**config.mk**
```make
export PLATFORM = sky130hd
export DESIGN_NAME = address_sequencer
export DESIGN_NICKNAME = d
export VERILOG_FILES = /design/src/rtl/addr_seq_pkg.sv /design/src/rtl/address_sequencer.sv
export SDC_FILE = /design/constraint.sdc
export NUM_CORES = 1
export LEC_CHECK = 0
export CAP_MARGIN = 40
export CORE_MARGIN = 2
export CORE_UTILIZATION = 44
export DETAILED_ROUTE_END_ITERATION = 10
export GPL_TIMING_DRIVEN = 1
export PLACE_DENSITY = 0.82
export SLEW_MARGIN = 20
export SYNTH_ARGS = -nofsm -noshare
export SYNTH_HDL_FRONTEND = slang
export SYNTH_SLANG_ARGS = --single-unit
```
**constraint.sdc**
```tcl
create_clock -name clk -period 1.7 [get_ports clk]
set_clock_uncertainty 0.05 [all_clocks]
set_input_delay 0.17 -clock clk [delete_from_list [all_inputs] [get_ports clk]]
set_output_delay 0.17 -clock clk [all_outputs]
set_load 0.01 [all_outputs]
```
**src/rtl/addr_seq_pkg.sv**
```systemverilog
// Shared types for the address sequencer.
//   state_t       : controller state (IDLE, FETCH, DATA)
//   ADDR_SEL_*    : address register source select encodings
package addr_seq_pkg;

  typedef enum logic [1:0] {
    IDLE  = 2'b00,
    FETCH = 2'b01,
    DATA  = 2'b10
  } state_t;

  localparam logic [1:0] ADDR_SEL_ALU = 2'b00;
  localparam logic [1:0] ADDR_SEL_PC  = 2'b01;
  localparam logic [1:0] ADDR_SEL_INC = 2'b10;

endpackage

```
**src/rtl/address_sequencer.sv**
```systemverilog
// Address register sequencer and memory access arbiter.
// Arbitrates the CPU address register between instruction fetch and
// (multi-word) data accesses, drives its source select / load strobe, and
// runs the memory request / ready handshake.
//   clk, rst_n                 : clock, synchronous active-low reset
//   fetch_req, pc_load         : fetch request, take address from PC bus
//   data_req, data_we          : data request, store(1)/load(0)
//   data_count                 : words in data access (0 means 1)
//   mem_ready                  : memory completes current word
//   addr_select, addr_update   : address register source and load strobe
//   mem_req, mem_we            : memory access active, write enable
//   fetch_done, data_done      : completion pulses
//   busy                       : a transaction is in progress
module address_sequencer
  import addr_seq_pkg::*;
#(
  parameter int CNT_W = 4
) (
  input  logic             clk,
  input  logic             rst_n,
  input  logic             fetch_req,
  input  logic             pc_load,
  input  logic             data_req,
  input  logic             data_we,
  input  logic [CNT_W-1:0] data_count,
  input  logic             mem_ready,
  output logic [1:0]       addr_select,
  output logic             addr_update,
  output logic             mem_req,
  output logic             mem_we,
  output logic             fetch_done,
  output logic             data_done,
  output logic             busy
);

  state_t           state_q, state_d;
  logic [CNT_W-1:0] remaining_q, remaining_d;
  logic             we_q, we_d;
  logic             seq_valid_q, seq_valid_d;

  always_ff @(posedge clk) begin
    if (!rst_n) begin
      state_q     <= IDLE;
      remaining_q <= '0;
      we_q        <= 1'b0;
      seq_valid_q <= 1'b0;
    end else begin
      state_q     <= state_d;
      remaining_q <= remaining_d;
      we_q        <= we_d;
      seq_valid_q <= seq_valid_d;
    end
  end

  // Outputs are forced to their idle values while reset is asserted so a
  // requester holding its request through reset sees no spurious strobe.
  always_comb begin
    state_d     = state_q;
    remaining_d = remaining_q;
    we_d        = we_q;
    seq_valid_d = seq_valid_q;
    addr_select = ADDR_SEL_INC;
    addr_update = 1'b0;
    mem_req     = 1'b0;
    mem_we      = 1'b0;
    fetch_done  = 1'b0;
    data_done   = 1'b0;
    busy        = 1'b0;

    if (rst_n) begin
      busy = (state_q != IDLE);
      unique case (state_q)
        IDLE: begin
          if (data_req) begin
            addr_update = 1'b1;
            addr_select = ADDR_SEL_ALU;
            remaining_d = (data_count == '0) ? CNT_W'(1) : data_count;
            we_d        = data_we;
            state_d     = DATA;
          end else if (fetch_req) begin
            addr_update = 1'b1;
            // Sequential fetch reuses the incremented last fetch address.
            addr_select = (seq_valid_q && !pc_load) ? ADDR_SEL_INC : ADDR_SEL_PC;
            state_d     = FETCH;
          end
        end
        FETCH: begin
          mem_req = 1'b1;
          if (mem_ready) begin
            fetch_done  = 1'b1;
            seq_valid_d = 1'b1;
            state_d     = IDLE;
          end
        end
        DATA: begin
          mem_req = 1'b1;
          mem_we  = we_q;
          if (mem_ready) begin
            if (remaining_q == CNT_W'(1)) begin
              data_done   = 1'b1;
              // Address register no longer follows the fetch stream.
              seq_valid_d = 1'b0;
              state_d     = IDLE;
            end else begin
              remaining_d = remaining_q - CNT_W'(1);
              addr_update = 1'b1;
            end
          end
        end
        default: state_d = IDLE;
      endcase
    end
  end

endmodule

```
==> results of run 1 <==
[layer usage]
metal / wire [µm] / track usage (%) / vias to the layer above / part of all wire, %
li1: - / - / 350 / -
met2: 899 / 31.87 / 32 / 51
met3: 121 / 3.043 / 11 / 6.8
met4: 67 / 12.90 / 0 / 3.8
met1: 679 / 25.34 / 332 / 38
met5: 0 / 0 / - / 0
[area by class of cell]
type | instances | area [µm²]
fillers | 97 | 285.3
clock buffers | 3 | 22.52
repair buffers | 38 | 320.3
multi-input cells | 61 | 464.2
well taps | 15 | 18.77
flip-flops and latches | 8 | 167.7
inverters | 6 | 22.52
[cell usage after synthesis, drive strengths merged]
| cell | instances |
|---|---|
| nand2 | 10 |
| dfxtp | 8 |
| inv | 6 |
| a21oi | 5 |
| ha | 5 |
| o21ai | 5 |
| and3 | 4 |
| nor2 | 4 |
| nor2b | 4 |
| and2 | 3 |
| clkbuf | 3 |
| nor3 | 3 |
| a21o | 2 |
| nand3 | 2 |
| o211ai | 2 |
| xnor2 | 2 |
| a2111oi | 1 |
| a21boi | 1 |
| a2bb2oi | 1 |
| a31o | 1 |
| buf | 1 |
| mux2i | 1 |
| nand2b | 1 |
| nor3b | 1 |
| o221a | 1 |
| o22ai | 1 |
| o32ai | 1 |
[through the flow]
stage               setup WS (ps)  area [µm²]  std cells  util, %  power [W]
finish                      10.06        1016        131    78.08   0.001014
global route               -44.17        1016        131    78.08   0.001083
CTS                        -42.05       967.2        130    74.33  0.0009472
detailed placement         -128.1       930.9        126    71.54  0.0007740
global placement           -102.7       930.9        126    71.54  0.0007606
floorplan                   189.1       619.3         79        -  0.0005747
[worst min-delay path: cells and delay by family (launching register included)]
family          cells  cell delay (ps)
flops               1              300
compound gates      1               60
simple gates        1               40
[what timing repair did]
item	CTS	global route
hold endpoints to repair	0	0
resized for setup	17	16
pin swaps	0	3
setup buffers	1	1
setup endpoints to repair	8	9
[power by group through the flow]
stage / logic [W] / clock network (W) / registers (W)
after detailed placement: 0.000507 / 0 / 0.000267
after global routing: 0.000631 / 0.000165 / 0.000287
after global placement: 0.000496 / 0 / 0.000265
after floorplan: 0.000305 / 0 / 0.000269
after CTS: 0.000523 / 0.000155 / 0.000269
final: 0.000575 / 0.000158 / 0.000282
[registers in the layout, indices dropped and copies added, names as in the netlist]
name,flops
remaining_q,4
seq_valid_q,1
state_q,2
we_q,1
[final timing paths]
check,to,startpoint,cells past startpoint,slack [ps]
worst min register to register,we_q$_SDFFE_PN0P_,we_q$_SDFFE_PN0P_,2,410
worst max register to register,state_q[0]$_SDFFE_PN0P_,state_q[0]$_SDFFE_PN0P_,6,30
worst min-delay path,we_q$_SDFFE_PN0P_,we_q$_SDFFE_PN0P_,2,410
worst max-delay path,addr_update,remaining_q[1]$_SDFFE_PN0P_,7,10
[kinds of logic (layout without fill, tap and decap cells)]
kind of cell	count (synthesis)	count (layout)	share of synthesized area (%)
AOI/OAI and AO/OA	21	21	23.63
and+or+nand+nor	32	32	28.69
muxes	1	1	1.616
xor gates and xnor gates	2	2	2.829
adders and majority gates	5	5	10.10
DFF	8	8	25.86
buffers and inverters	10	47	7.272
==> impl_metrics.py, run 1 <==
metrics = {
    "setup_path": {
        "critPathRequiredTime_ps": 1480,
        "largest_fanout_on_the_critical_path": 3,
        "worst-setup-path-type": "reg2out",
        "cp.buffers_inverters": 3,
        "crit_path_end_kind": "output port",
        "timing.critical_path.cells": "inv_2, ha_4, nor3b_4, buf_6, o21ai_2, and2_1, buf_2",
        "critPathTopFamily": "buffers and inverters",
        "cp.arrival_ps": 1470,
        "crit_path_start_kind": "flop",
        "slowest_delay_ps": 330,
        "cp_slowest_cell": "dfxtp_2",
    },
    "logic_synthesis": {
        "yosys_register_bits": 8,
        "yosysTopAreaCell": "dfxtp_1",
        "synth.distinct_cells": 29,
        "yosys_warnings": 0,
        "per_instance_average_area_after_synthesis_um2": 7.840,
        "syn_area_um2": 619.3,
        "synth.net_count": 95,
        "synth.yosys.seq_area_share_pct": 25.86,
        "synth_cells": 79,
        "post-synth-top-area-fraction_pct": 25.86,
        "synth_area_leaders": "dfxtp_1 (26%), ha_1 (10%), nand2_1 (6.1%)",
    },
    "floorplanning": {
        "dieHeight_um": 41.52,
        "io_pins": 19,
        "design.core.area_mm2": 0.001301,
        "initial_utilization_pct": 47.60,
        "floorplan.die.width_um": 41.52,
        "rows": 13,
        "design.die.area_mm2": 0.001724,
    },
    "sta": {
        "slew-limit-headroom_pct": 74.32,
        "final_max_slew_viol_count": 0,
        "slew_at_the_pin_with_the_worst_max_slew_slack_ps": 383.7,
        "finalCriticalPeriod_ps": 1690,
        "rsz0062_at_grt": "true",
        "final_hold_viol_count": 0,
        "maxClockFrequency_mhz": 591.7,
        "worst_hold_slack_ps": 408.7,
        "setup_tns_ps": 0,
        "final-setup-viol-count": 0,
        "fin_crit_sh_pct": 99.41,
    },
    "pwr": {
        "power_report.internal_total_w": 0.0006306,
        "p_leak_nw": 0.4688,
        "switching_share_pct": 37.83,
        "p_comb_share_pct": 56.7,
        "part_of_the_total_power_dissipated_in_the_clock_network_pct": 15.6,
        "power.share.sequential_pct": 27.8,
        "ir_worst_vdd_mv": 0.6750,
        "power.density_cell_area_mw_per_mm2": 998.5,
        "total_switching_power_w": 0.0003838,
    },
    "cts": {
        "cts_tree": "built",
        "clock_insertion_delay_worst_skew_ps": 270,
        "cts_max_path_buffers": 2,
        "cts_hold_repair.buffers": 0,
        "cts_buffers": 3,
        "cts.reportedPaths.clkPinSlew_ps": 60,
        "cts_root_buf": "clkbuf_4",
        "number_of_h_tree_levels": 1,
        "tritoncts_num_sinks": 8,
    },
    "global_route": {
        "antenna_found_initial": 0,
        "grt_start_max_net_pins": 15,
        "grt_use_total_pct": 20.16,
        "first_pass_grt_wire_length_um": 2677,
        "first_global_vias": 641,
        "grt_overflow": 0,
    },
    "place": {
        "routabilityCongestion": 0.8240,
        "dp_hpwl_um": 1205,
        "io_buffer_count": 18,
    },
    "detailed_routing": {
        "avgViaCountPerCell": 5.534,
        "drc": 0,
        "wirelength_per_cell_um": 13.49,
        "routed_wl_um": 1767,
        "routed-via-count": 725,
        "initialDrtViolationCount": 23,
        "dr.pass1.iters": 4,
        "route.antenna.remaining_nets": 0,
    },
    "run_status": {
        "outcome": "complete, no violations",
    },
    "layout": {
        "drive_gt1_share_pct": 36.21,
        "antenna-diode-count": 0,
        "mostFrequentLayoutCells": "buf_4 (18), nand2_1 (10), clkdlybuf4s50_1 (10)",
        "layout.cells.most_common": "buf_4",
        "syn_to_final_growth_pct": 64.04,
        "design.final.nets": 134,
    },
    "hold_path": {
        "worstHoldPathType": "reg2reg",
    },
    "flow_run": {
        "cap_viol_max_count": 0,
    },
}
No activity file was read; power rests on OpenSTA's default activity.
==> inputs of run 2 (changes only) <==
==> constraint.sdc (replaced) <==
create_clock -name clk -period 1.7 [get_ports clk]
set_clock_uncertainty 0.05 [all_clocks]
set_input_delay 0.255 -clock clk [delete_from_list [all_inputs] [get_ports clk]]
set_output_delay 0.255 -clock clk [all_outputs]
set_load 0.01 [all_outputs]
==> impl_metrics.py, run 2 (same netlist as run 1, synthesis figures left out) <==
metrics = {
    "run_status": {
        "outcome": "complete, but fails checks",
        "failed_checks": "negative setup slack",
    },
    "global_route": {
        "grt_use_total_pct": 27.16,
        "antenna_found_initial": 0,
        "use_met1_pct": 29.18,
        "grt_use_met2_pct": 48.75,
        "grt_busiest_layer": "met2",
        "grt_overflow": 0,
        "first_pass_grt_wire_length_um": 3484,
        "first_global_vias": 753,
        "grt_start_max_net_pins": 15,
        "groute.layer.met3.usage_pct": 9.565,
    },
    "cts": {
        "cts_hold_repair.buffers": 0,
        "cts_root_buf": "clkbuf_4",
        "cts_tree": "built",
        "cts_buffers": 3,
        "cts.reportedPaths.clkPinSlew_ps": 60,
        "cts_max_path_buffers": 2,
        "number_of_h_tree_levels": 1,
        "clock_insertion_delay_worst_skew_ps": 270,
        "tritoncts_num_sinks": 8,
    },
    "sta": {
        "finalCriticalPeriod_ps": 1821,
        "finalWorstSetupSlack_ps": -120.8,
        "final_hold_viol_count": 0,
        "fin_crit_sh_pct": 107.1,
        "final_max_slew_viol_count": 0,
        "final-setup-viol-count": 2,
        "slew_at_the_pin_with_the_worst_max_slew_slack_ps": 296.3,
        "maxClockFrequency_mhz": 549.2,
        "worst_hold_slack_ps": 412.0,
        "slew-limit-headroom_pct": 80.04,
        "rsz0062_at_grt": "true",
    },
    "layout": {
        "mostFrequentLayoutCells": "buf_4 (25), nand2_1 (9), clkdlybuf4s50_1 (9)",
        "largest_register_ff_count": 4,
        "antenna-diode-count": 0,
        "layout.cells.most_common": "buf_4",
        "top_flop_regs": "remaining_q (4), state_q (2)",
        "design.final.nets": 140,
        "drive_gt1_share_pct": 49.18,
        "regMostFlops": "remaining_q",
        "syn_to_final_growth_pct": 75.56,
        "final_core_utilization_pct": 83.56,
    },
    "floorplanning": {
        "io_pins": 19,
        "rows": 13,
        "design.die.area_mm2": 0.001724,
        "dieHeight_um": 41.52,
        "floorplan.die.width_um": 41.52,
        "initial_utilization_pct": 47.60,
        "design.core.area_mm2": 0.001301,
    },
    "pwr": {
        "power.density_cell_area_mw_per_mm2": 1069,
        "ir_worst_vdd_mv": 0.7760,
        "p_leak_nw": 0.4911,
    },
    "place": {
        "dp_hpwl_um": 1359,
        "routabilityCongestion": 0.7689,
        "io_buffer_count": 18,
    },
    "detailed_routing": {
        "dr.pass1.iters": 4,
        "initialDrtViolationCount": 16,
        "wirelength_per_cell_um": 15.46,
        "route.antenna.remaining_nets": 0,
        "routed_wl_um": 2118,
        "routed-via-count": 757,
        "drc": 0,
        "avgViaCountPerCell": 5.526,
    },
    "flow_run": {
        "cap_viol_max_count": 0,
    },
    "setup_path": {
        "worst-setup-path-type": "reg2out",
        "crit_path_start_kind": "flop",
        "critPathRequiredTime_ps": 1390,
        "crit_path_end_kind": "output port",
        "largest_fanout_on_the_critical_path": 2,
        "cp.arrival_ps": 1520,
    },
    "hold_path": {
        "worstHoldPathType": "reg2reg",
    },
}
==> run 2: cell type report <==
type / instances / area, µm²
multi-input cells: 61 / 504.2
flip-flops and latches: 8 / 165.2
well taps: 15 / 18.77
fillers: 92 / 214.0
repair buffers: 44 / 354.1
inverters: 6 / 22.52
clock buffers: 3 / 22.52
==> run 2: repair_timing <==
| action | 4_1_cts | 5_1_grt |
|---|---|---|
| setup buffers | 6 | 2 |
| pin swaps | 5 | 7 |
| gates resized for setup | 43 | 11 |
| cloned | 0 | 0 |
| setup endpoints to repair | 11 | 12 |
==> run 2: worst paths after layout <==
| kind | startpoint | endpoint | slack [ps] | depth (start not counted) |
|---|---|---|---|---|
| setup / recovery | remaining_q[1]$_SDFFE_PN0P_ | addr_update | -120 | 7 |
| hold / removal | we_q$_SDFFE_PN0P_ | we_q$_SDFFE_PN0P_ | 410 | 2 |
| setup reg to reg | remaining_q[1]$_SDFFE_PN0P_ | remaining_q[2]$_SDFFE_PN0P_ | 30 | 9 |
| hold reg to reg | we_q$_SDFFE_PN0P_ | we_q$_SDFFE_PN0P_ | 410 | 2 |
==> run 2: worst max-delay path: stages, from the launching register on <==
cell,delay [ps]
dfxtp_2,330
inv_2,80
ha_4,130
nor3b_4,210
buf_6,140
o21ai_2,60
and2_1,160
buf_2,130
==> run 2: stage by stage <==
stage                     area [µm²]  std cells  setup TNS (ps)   power, W  worst slack (ps)
final                           1087        137          -181.3   0.001162            -120.8
after global routing            1087        137          -364.3   0.001242            -178.5
after CTS                       1077        137          -133.5   0.001094            -120.2
after detailed placement       945.9        128           -2155  0.0008131            -289.6
after global placement         945.9        128           -1794  0.0007888            -272.3
after floorplan                619.3         79               0  0.0005747             189.1
==> run 2: metal layers <==
layer	part of all wire [%]	vias up
met2	52	30
met5	0	-
li1	-	360
met4	3.1	0
met1	38	361
met3	7.2	6
==> run 2: where the power goes <==
group,switching (W),internal [W]
combinational,0.000332,0.000392
sequential,0.0000450,0.000236
clock,0.0000746,0.0000814
total,0.000452,0.000710
